==> config.mk <==
export PLATFORM = sky130hd
export DESIGN_NAME = inc16
export DESIGN_NICKNAME = d
export VERILOG_FILES = /design/src/rtl/inc16.sv
export SDC_FILE = /design/constraint.sdc
export NUM_CORES = 1
export LEC_CHECK = 0
export ABC_AREA = 1
export CAP_MARGIN = 20
export CORE_UTILIZATION = 45
export DETAILED_ROUTE_END_ITERATION = 16
export GPL_TIMING_DRIVEN = 0
export MAX_ROUTING_LAYER = met4
export PLACE_DENSITY_LB_ADDON = 0.1
export SLEW_MARGIN = 0
export SYNTH_ARGS = -nofsm -noshare
export SYNTH_HDL_FRONTEND = slang
export SYNTH_SLANG_ARGS = --single-unit
==> constraint.sdc <==
create_clock -name clk -period 11.5 [get_ports clk]
set_input_delay 3.45 -clock clk [delete_from_list [all_inputs] [get_ports clk]]
set_output_delay 3.45 -clock clk [all_outputs]
set_load 0.05 [all_outputs]
==> src/rtl/inc16.sv <==
// Registered WIDTH-bit incrementer (A + 1 with carry-out) with a valid qualifier.
// Optional sticky overflow flag enabled by defining INC16_OVF_STICKY_EN.
module inc16 #(
  parameter int WIDTH = 16
) (
  input  logic             clk,
  input  logic             rst,
  input  logic             in_valid,
  input  logic [WIDTH-1:0] A,
  output logic [WIDTH-1:0] Sum,
  output logic             Cout,
  output logic             out_valid
`ifdef INC16_OVF_STICKY_EN
  ,
  output logic             ovf_sticky
`endif
);

  logic [WIDTH-1:0] s;
  logic             cout_next;
  logic             carry;

  // Ripple chain of half adders with the carry-in tied high.
  always_comb begin
    carry = 1'b1;
    s     = '0;
    for (int i = 0; i < WIDTH; i++) begin
      s[i]  = A[i] ^ carry;
      carry = A[i] & carry;
    end
    cout_next = carry;
  end

  // Result registers load only on in_valid, so A is never sampled while idle.
  always_ff @(posedge clk) begin
    if (rst) begin
      Sum       <= '0;
      Cout      <= 1'b0;
      out_valid <= 1'b0;
    end else if (in_valid) begin
      Sum       <= s;
      Cout      <= cout_next;
      out_valid <= 1'b1;
    end else begin
      out_valid <= 1'b0;
    end
  end

`ifdef INC16_OVF_STICKY_EN
  always_ff @(posedge clk) begin
    if (rst) begin
      ovf_sticky <= 1'b0;
    end else if (in_valid && cout_next) begin
      ovf_sticky <= 1'b1;
    end
  end
`endif

endmodule

==> impl_metrics.env <==
export IMPL_drt_iter0_drc=9
export IMPL_viasPerCell=4.24
export IMPL_skew_ps=0
export IMPL_critPathRequiredTime_ps=11690
export IMPL_cts_setup_buffers=0
export IMPL_netlist_area_um2=936
export IMPL_grt_pass1_wl_um=2630
export IMPL_yosysWarnings=0
export IMPL_coreArea_um2=1960
export IMPL_syn_num_nets=159
export IMPL_arrival_ps=6850
export IMPL_rsz0062_at_grt="no"
export IMPL_cts_sinks=18
export IMPL_die_h_um=47.6
export IMPL_holdPathStages=2
export IMPL_vias=810
export IMPL_synth_area_per_cell_um2=7.49
export IMPL_max_vdd_ir_drop_mv=0.0775
export IMPL_finalSetupViolCount=0
export IMPL_drc=0
export IMPL_io_pins=37
export IMPL_status="completed"
export IMPL_drt_first_pass_iters=4
export IMPL_ant_nets=0
export IMPL_setup_tns_final_ps=0
export IMPL_synthCells=125
export IMPL_clk_transition_reported_paths_ps=100
export IMPL_grt_overflow_total=0
export IMPL_p_leak_nw=0.718
export IMPL_initial_utilization_pct=47.7
export IMPL_hold_path_endpoint="Sum[11]$_SDFFE_PP0P_"
export IMPL_r2r_cells=2
export IMPL_min_from="Sum[11]$_SDFFE_PP0P_"
export IMPL_met1_length_um=758
export IMPL_track_usage_pct=17.6
export IMPL_critPathMaxStageDelay_ps=430
export IMPL_rr_startpoint="Sum[12]$_SDFFE_PP0P_"
export IMPL_wl_met2_um=795
export IMPL_wl_met3_um=102
export IMPL_gp_congestion=0.690
export IMPL_clk_latency_ps=290
export IMPL_drive_gt1_share_pct=6.71
export IMPL_r2r_end="Sum[12]$_SDFFE_PP0P_"
export IMPL_final_util_pct=69.1
export IMPL_holdBufCountCts=0
export IMPL_crit_path_start_kind="input port"
export IMPL_end_kind="flop"
export IMPL_clock_path_buffers=2
export IMPL_slew_violations=0
export IMPL_yosysSeqAreaShare_pct=38.5
export IMPL_crit_type="in2reg"
export IMPL_ys_ff_latch=18
export IMPL_die_area_um2=2270
export IMPL_cap_violations=0
export IMPL_htreeDepth=1
export IMPL_fin_nets=199
export IMPL_area_growth_pct=44.9
export IMPL_wl_um=1670
export IMPL_row_count=16
export IMPL_wire_per_inst_um=8.73
export IMPL_powerDensity_nw_per_um2=112
export IMPL_ctsResizeCount=0
export IMPL_diodes=0
export IMPL_relSlewSlack_pct=66.2
export IMPL_antenna_found_initial=0
export IMPL_crit_fanout=2
export IMPL_worst_hold_path_type="reg2reg"
export IMPL_crit_top_cell="ha_1"
export IMPL_placement_io_buffers=35
export IMPL_die_w_um=47.6
export IMPL_worst_pin_slew_ps=505
export IMPL_cts_root_buf="clkbuf_4"
export IMPL_fin_crit_ps=6660
export IMPL_dp_hpwl_um=1330
export IMPL_yosys_cell_types_count=11
export IMPL_first_global_vias=680
export IMPL_cts_tree="yes"
export IMPL_hold_viol=0
export IMPL_cts_buffers=3
export IMPL_crit_chain="clkdlybuf4s50_1 > ha_1 > ha_1 > ha_1 > ha_1 > ha_1 > ha_1 > ha_1 > ha_1 > ha_1 > ha_1 > ha_1 > ha_1 > ha_1 > ha_1 > ha_1 > inv_1 > nand2_1 > nand2_1 > nor2_1"
export IMPL_rrSetupSlack_ps=10940
export IMPL_critPathSlowestCell="clkdlybuf4s50_1"
export IMPL_post_route_period_util_pct=57.9
export IMPL_grt_max_degree=11
export IMPL_highest_layer="met4"
export IMPL_fmax_mhz=150
-- registers in the layout, indices dropped and copies added, names as in the netlist --
name,flops
out_valid,1
Sum,16
Cout,1
-- cell usage after synthesis (all sizes together) --
cell,number,area (µm²)
buf,4,45.0
inv,18,67.6
nor2,35,131
ha,15,188
nand2,34,130
clkbuf,1,13.8
dfxtp,18,360
-- placed cells by master (no fill, tap or decap) --
cell             instances
nor2_1                  35
clkdlybuf4s50_1         35
nand2_1                 33
dfxtp_1                 18
inv_1                   17
ha_1                    15
clkbuf_4                 3
buf_6                    2
clkbuf_8                 2
nand2_2                  1
inv_2                    1
buf_4                    1
buf_8                    1
-- worst max-delay path: cells and delay by family --
family                     cells  cell delay [ps]
buffers and inverters          2              480
adders and majority gates     15             2780
and+or+nand+nor                3              130
-- how the worst max path moves through the flow --
stage / from / to / slack [ps] / depth (start not counted)
3_5_place_dp: A[0] / Sum[15]$_SDFFE_PP0P_ / 4500 / 20
4_1_cts: A[0] / Sum[15]$_SDFFE_PP0P_ / 4820 / 20
3_3_place_gp: A[0] / Sum[15]$_SDFFE_PP0P_ / 4530 / 20
5_1_grt: A[0] / Sum[15]$_SDFFE_PP0P_ / 4660 / 20
2_1_floorplan: A[0] / Sum[15]$_SDFFE_PP0P_ / 5120 / 19
6_report: A[0] / Sum[15]$_SDFFE_PP0P_ / 4840 / 20
-- cell type report --
| cell class | count | area (µm²) |
|---|---|---|
| Fill cell | 174 | 606 |
| Multi-Input combinational cell | 84 | 449 |
| Sequential cell | 18 | 360 |
| Timing Repair Buffer | 35 | 350 |
| Inverter | 18 | 67.6 |
| Buffer | 5 | 58.8 |
| Clock buffer | 4 | 36.3 |
| Tap cell | 27 | 33.8 |
-- power breakdown --
part           switching (mW)  total, mW  internal [mW]
sequential            0.00204     0.0687         0.0667
clock                  0.0192     0.0385         0.0193
combinational          0.0260     0.0445         0.0185
total                  0.0472      0.152          0.104
-- per-stage QoR --
step	cells	power, mW	hold WS, ps	cell area [µm²]	setup slack, ps
3_3_place_gp	187	0.114	458	1320	4530
6_report	191	0.152	475	1360	4840
3_5_place_dp	187	0.115	462	1320	4500
2_1_floorplan	125	0.0982	689	936	5120
4_1_cts	191	0.154	476	1360	4820
5_1_grt	191	0.160	492	1360	4660
-- cell families after synthesis --
| family | after synthesis | share of synthesized area (%) |
|---|---|---|
| and+or+nand+nor | 69 | 27.9 |
| DFF | 18 | 38.5 |
| buffers and inverters | 23 | 13.5 |
| adders and majority gates | 15 | 20.1 |
-- per-layer routing --
| layer | global-route usage [%] | vias to the layer above |
|---|---|---|
| met4 | 8.33 | 0 |
| met3 | 3.40 | 2 |
| met1 | 20.2 | 337 |
| li1 | - | 450 |
| met2 | 29.3 | 21 |
| met5 | - | - |
Note: power is estimated with default switching activity, not from simulation.
